File: src/rtl/outport_link_tx.sv
// Output-port link transmitter: two single-entry VC buffers filled from the crossbar and
// drained onto the inter-router link in each VC's external phase. Optional macro: HOP_UPDATE_EN.
module outport_link_tx #(
    parameter int unsigned DATA_W  = 64,
    parameter int unsigned HOP_LSB = 48,
    parameter int unsigned HOP_W   = 8,
    parameter int unsigned CNT_W   = 16
) (
    input  logic              clk,
    input  logic              reset,
    input  logic              polarity,
    input  logic [1:0]        enq,
    input  logic [DATA_W-1:0] d_in,
    output logic [1:0]        full,
    input  logic              link_ri,
    output logic              link_so,
    output logic [DATA_W-1:0] link_do,
    output logic              err_ovf,
    output logic [CNT_W-1:0]  tx_cnt
);

    if (HOP_LSB + HOP_W > DATA_W) begin : g_hop_range
        $error("hop field does not fit inside DATA_W");
    end

    logic [DATA_W-1:0] r_buf [2];
    logic [1:0]        r_full;
    logic              r_so;
    logic [DATA_W-1:0] r_do;
    logic              r_err;
    logic [CNT_W-1:0]  r_cnt;

    logic              w_tx_vc;
    logic [1:0]        w_int_mask;
    logic [1:0]        w_acc;
    logic              w_err;
    logic              w_send;
    logic [1:0]        w_send_mask;
    logic [DATA_W-1:0] w_buf_sel;
    logic [DATA_W-1:0] w_tx_data;

    // VC polarity is internal (may enqueue); VC ~polarity is external (may transmit).
    assign w_tx_vc     = ~polarity;
    assign w_int_mask  = {polarity, ~polarity};
    assign w_acc       = enq & w_int_mask & ~r_full;
    assign w_err       = (|(enq & ~w_int_mask)) | (|(enq & w_int_mask & r_full));
    assign w_send      = r_full[w_tx_vc] & link_ri;
    assign w_send_mask = {2{w_send}} & ~w_int_mask;
    assign w_buf_sel   = r_buf[w_tx_vc];

`ifdef HOP_UPDATE_EN
    // One hop consumed per traversal: hop field shifted right by one on the way out.
    always_comb begin
        w_tx_data = w_buf_sel;
        w_tx_data[HOP_LSB +: HOP_W] = w_buf_sel[HOP_LSB +: HOP_W] >> 1;
    end
`else
    assign w_tx_data = w_buf_sel;
`endif

    always_ff @(posedge clk or posedge reset) begin
        if (reset) begin
            for (int v = 0; v < 2; v++) begin
                r_buf[v] <= '0;
            end
            r_full <= 2'b00;
            r_so   <= 1'b0;
            r_do   <= '0;
            r_err  <= 1'b0;
            r_cnt  <= '0;
        end else begin
            for (int v = 0; v < 2; v++) begin
                if (w_acc[v]) begin
                    r_buf[v] <= d_in;
                end
            end
            r_full <= (r_full | w_acc) & ~w_send_mask;
            r_so   <= w_send;
            if (w_send) begin
                r_do  <= w_tx_data;
                r_cnt <= r_cnt + CNT_W'(1);
            end
            if (w_err) begin
                r_err <= 1'b1;
            end
        end
    end

    assign full    = r_full;
    assign link_so = r_so;
    assign link_do = r_do;
    assign err_ovf = r_err;
    assign tx_cnt  = r_cnt;

endmodule

File: config.mk
export PLATFORM = sky130hd
export DESIGN_NAME = outport_link_tx
export DESIGN_NICKNAME = d
export VERILOG_FILES = /design/src/rtl/outport_link_tx.sv
export SDC_FILE = /design/constraint.sdc
export NUM_CORES = 1
export LEC_CHECK = 0
export BUFFER_PORTS_ARGS = -buffer_cell sky130_fd_sc_hd__buf_4
export CORE_MARGIN = 2
export CORE_UTILIZATION = 55
export DETAILED_ROUTE_END_ITERATION = 12
export GPL_ROUTABILITY_DRIVEN = 0
export PLACE_DENSITY = 0.8
export RECOVER_POWER = 50
export SYNTH_ARGS = -nofsm -noshare
export SYNTH_HDL_FRONTEND = slang
export SYNTH_SLANG_ARGS = --single-unit
export TNS_END_PERCENT = 1
File: constraint.sdc
create_clock -name clk -period 7.9 [get_ports clk]
set_input_delay 0.79 -clock clk [delete_from_list [all_inputs] [get_ports clk]]
set_output_delay 0.79 -clock clk [all_outputs]
set_load 0.05 [all_outputs]
### Word-level counts from Yosys, hierarchy flattened

Cells that the tools add are included.

* register bits after elaboration: 212

* $add $sub $neg: 1
* order comparisons: 2
* muxes and demuxes: 5
* bitwise logic cells: 14
* reductions and logical operators: 2

Operator list (number)
* 64-bit 2-to-1 mux: 3
* 16-bit by 1-bit adder with 16-bit output (second input constant): 1
* 2-bit bitwise AND: 6
* 2-bit NOT: 3
* 2-bit OR reduction: 2
* 2-bit greater-or-equal comparator (second input constant): 1
* 1-bit by 2-bit < comparator with 1-bit output (second input constant): 1
* 1-bit 2-to-1 mux: 2
* 1-bit NOT with 2-bit output: 1
* 2-bit bitwise OR: 1
* 1-bit bitwise AND: 1
* 1-bit NOT: 1
* 1-bit bitwise OR: 1

### Depth between registers and ports, before layout

* depth in word-level cells: 7
* gate-level depth with buffers: 8
* gate-level depth less buffers: 5

### Worst setup path after synthesis

Ideal clock, no wire load.

* kind: input to register
* from: in polarity
* to: reg r_cnt[7] (netlist: tx_cnt[7])
* arrival time: 2.066 ns
* slack: 5.694 ns
* cell stages on the path: 6
* cell sequence: buf_4 mux2i_4 nand2b_4 buf_6 or4_4 xnor2_2

* longest elaborated chain between the ends: 3

RTL lines
* from (decl): RTL line 11 `input logic polarity,`
* 1-bit 2-to-1 mux (implied by the code) (2 in a row): RTL line 47 `assign w_send = r_full[w_tx_vc] & link_ri;`
* 1-bit bitwise AND: RTL line 47
* to (signal assigned): RTL line 81 `r_cnt <= r_cnt + CNT_W'(1);`
* to (decl): RTL line 31 `logic [CNT_W-1:0] r_cnt;`

No other way between the ends. The select of a mux whose other input is x is not followed.
A chain may end at the register's enable or synchronous reset.

### Worst setup path in the final report

* from: in polarity
* to: reg r_buf[76] (netlist name)

* longest elaborated chain between the ends: 3

RTL lines
* 1-bit NOT: RTL line 44 `assign w_int_mask = {polarity, ~polarity};`
* 2-bit bitwise AND (2 in a row): RTL line 45 `assign w_acc = enq & w_int_mask & ~r_full;`
* to (signal, indexed assignment): RTL line 74 `r_buf[v] <= d_in;`
* to (decl): RTL line 26 `logic [DATA_W-1:0] r_buf [2];`

No other way between the ends.

==> results.cfg <==
[synthesis]
yosysTopAreaCellShare = 0.625
post-synth-top-area-cell = sky130_fd_sc_hd__dfrtp_1
synth_seq_cells = 212
syn_area_um2 = 8480
synth_area_leaders = sky130_fd_sc_hd__dfrtp_1 (63%), sky130_fd_sc_hd__mux2_2 (17%), sky130_fd_sc_hd__a221o_1 (7.6%), sky130_fd_sc_hd__nor3b_1 (5.8%), sky130_fd_sc_hd__buf_2 (1.2%)
yosys_warnings = 0
ys_seq_area_frac = 0.625
cell_count_after_synthesis = 571
mappedNetlistNets = 642
netlist-cell-type-count = 29
synth.avg_cell_area_um2 = 14.9

[run]
max-cap-violations = 2

[placement]
numPortBuffers = 153
dpl_worst_slack_ps = 4480
place_inst = 874
detailedPlacementHpwl_um = 11200
detailed_place.area_um2 = 9730

[detailed_routing]
detail_route.vias_per_cell = 6.04
drcViolationCount = 0
drt_pre_antenna_iters = 4
detail_route.wl_per_cell_um = 20.2
drtIter0Drc = 257
final_routed_wirelength_across_all_metal_layers_um = 18500
routed-via-count = 5516
drtAntennaViolNets = 0

[finish]
finalInstanceArea_um2 = 10200
final_util = 0.671
filler_cell_count = 1142
synthToLayoutAreaGrowth_pct = 19.9
drive_above_1_share = 0.336
instances_no_fill = 914
nets = 781
antenna_cells_inserted = 0

[run_status]
violations = capacitance limit, slew limit
outcome = finished, violations left

[floorplanning]
boundary_pin_count = 154
core.rowCount = 45
die_w_um = 128
fp.dieArea_um2 = 16400
die_height_um = 128
placeableCoreArea_um2 = 15100
floorplan.initialDensity = 0.560

[timing]
timing.setup.tns_ps = 0
finalSetupViolCount = 0
final.setup_skew_ps = 11.1
final_report_hold_violation_count = 0
timing.max_slew.rel_slack = -1.67
final.setup.worst_slack_ps = 2950
unrepaired_setup_endpoints_after_global_routing = false
timing.hold.ws_ps = 482
tightestPinTransition_ps = 4000
timing.fmax_ghz = 0.202
fin_crit_ps = 4950
layout_worst_path_cycle_share = 0.627
report.final.slew_viol_count = 97

[critical_path]
crit_path_cell_trace = clkbuf_1 -> nor3b_1 -> clkbuf_1 -> mux2_2
start_kind = primary input
cpMaxStageDelayCell = sky130_fd_sc_hd__clkbuf_1
largest_incremental_delay_on_the_critical_path_ps = 2820
critical_path_start_end_classification = in -> reg
critical_path_peak_fanout = 64
critPathArrivalTime_ps = 5360
critical_path.most_common_cell = sky130_fd_sc_hd__clkbuf_1
capturing_element_type_of_the_critical_path = flip-flop
cp_data_required_time_ps = 8310

[cts]
clk_tree_root_cell = sky130_fd_sc_hd__clkbuf_16
cts.htree.levels = 1
path_clk_slew_ps = 60
tritoncts_clock_tree = yes
insertion_delay_ps = 490
holdBufCountCts = 0
clock_sinks = 212
numCtsBuffers = 22
cts_resized = 0
cts_post_setup_buffers_inserted = 0
clock_tree.buffer_depth = 3

[grt]
grt_pass1_vias = 5971
grt_use_total = 0.228
grt_antenna_before_repair = 0
grt_first_pass_wirelength_um = 30100
grt_max_degree = 144
grt_remaining_overflow = 0

[min_path]
timing.hold.worst.class = reg -> reg

[power_and_ir_drop]
leakage_power_nw = 4.40
power_density_nw_per_um2 = 351
report.power.total_mw = 3.56
vdd_ir_drop_max_mv = 0.212
==> sequential cells by signal (all words and copies together) (netlist names) <==
| register | count |
|---|---|
| r_buf | 128 |
| link_do | 64 |
| tx_cnt | 16 |
| full | 2 |
| err_ovf | 1 |
| link_so | 1 |
==> cell usage in the layout, fill, tap and decap left out, drive strengths merged <==
master,netlist,routed
nor3b,65,65
and3,4,4
bufinv,0,3
nand3,8,8
a221o,64,64
ha,1,1
o21bai,1,1
clkbuf,17,118
nor2,3,3
buf,26,71
mux2,128,128
nand4,4,4
xnor2,10,10
inv,5,5
o21ai,2,2
nand2b,1,1
a21oi,1,1
nand2,6,6
or4,1,1
clkinv,0,6
nor4,2,2
mux2i,1,1
o22ai,1,1
nor3,3,3
dfrtp,212,212
xor2,5,5
==> per-layer routing <==
metal / GRT usage / part of all wire / vias to the layer above
met5: 0 / 0 / -
met4: 0.0588 / 0.020 / 0
met3: 0.0526 / 0.069 / 34
met2: 0.384 / 0.49 / 185
met1: 0.302 / 0.42 / 2886
li1: - / - / 2411
==> cells by family after synthesis <==
logic type / Yosys count / share of synthesized area
DFF: 212 / 0.625
muxes: 129 / 0.173
and+or+nand+nor: 97 / 0.0789
adders and majority gates: 1 / 0.00147
xor gates and xnor gates: 15 / 0.0164
AOI/OAI and AO/OA: 69 / 0.0789
buffers and inverters: 48 / 0.0264
==> cell usage after synthesis <==
| master | count |
|---|---|
| sky130_fd_sc_hd__xor2_1 | 5 |
| sky130_fd_sc_hd__nand2_1 | 6 |
| sky130_fd_sc_hd__nor4_1 | 2 |
| sky130_fd_sc_hd__o21bai_1 | 1 |
| sky130_fd_sc_hd__nor3b_1 | 65 |
| sky130_fd_sc_hd__o21ai_0 | 2 |
| sky130_fd_sc_hd__xnor2_2 | 1 |
| sky130_fd_sc_hd__clkbuf_1 | 17 |
| sky130_fd_sc_hd__xnor2_1 | 9 |
| sky130_fd_sc_hd__a221o_1 | 64 |
| sky130_fd_sc_hd__nand2b_4 | 1 |
| sky130_fd_sc_hd__or4_4 | 1 |
| sky130_fd_sc_hd__mux2_2 | 128 |
| sky130_fd_sc_hd__buf_4 | 1 |
| sky130_fd_sc_hd__inv_1 | 5 |
| sky130_fd_sc_hd__nand4_1 | 4 |
| sky130_fd_sc_hd__dfrtp_1 | 212 |
| sky130_fd_sc_hd__buf_6 | 2 |
| sky130_fd_sc_hd__ha_1 | 1 |
| sky130_fd_sc_hd__nand3_1 | 8 |
| sky130_fd_sc_hd__buf_1 | 3 |
| sky130_fd_sc_hd__nor3_2 | 1 |
| sky130_fd_sc_hd__and3_1 | 4 |
| sky130_fd_sc_hd__buf_2 | 20 |
| sky130_fd_sc_hd__a21oi_1 | 1 |
| sky130_fd_sc_hd__o22ai_1 | 1 |
| sky130_fd_sc_hd__nor3_1 | 2 |
| sky130_fd_sc_hd__nor2_1 | 3 |
| sky130_fd_sc_hd__mux2i_4 | 1 |
==> worst paths after layout <==
check	from	to	slack (ps)	cells after the start
min reg2reg	tx_cnt[15]	tx_cnt[15]	480	1
min in group asynchronous	reset	r_buf[102]	570	2
max	polarity	r_buf[76]	2950	4
max reg2reg	full[0]	r_buf[76]	3630	3
min	tx_cnt[15]	tx_cnt[15]	480	1
max in group asynchronous	reset	link_do[37]	5880	3
==> worst max-delay path: cells and delay by family <==
family        cells  cell delay (ps)
mux               1              580
buf+inv           2             3440
simple gates      1              440
==> power by group <==
group / internal, mW / switching [mW] / leakage (nW) / total, mW
clock: 0.684 / 0.404 / 0.395 / 1.09
sequential: 1.36 / 0.174 / 2.57 / 1.54
combinational: 0.315 / 0.624 / 1.44 / 0.940
total: 2.36 / 1.20 / 4.40 / 3.56
==> layout make-up <==
class,count,area (um2),share of cell area
clock buffer,31,666,0.0655
sequential,212,5310,0.522
tap,188,235,0.0231
clock inverter,9,120,0.0118
inverter,5,26.3,0.00258
timing repair buffer,158,860,0.0845
multi-input combinational,311,2960,0.291
Power figures use the tool's default switching activity.
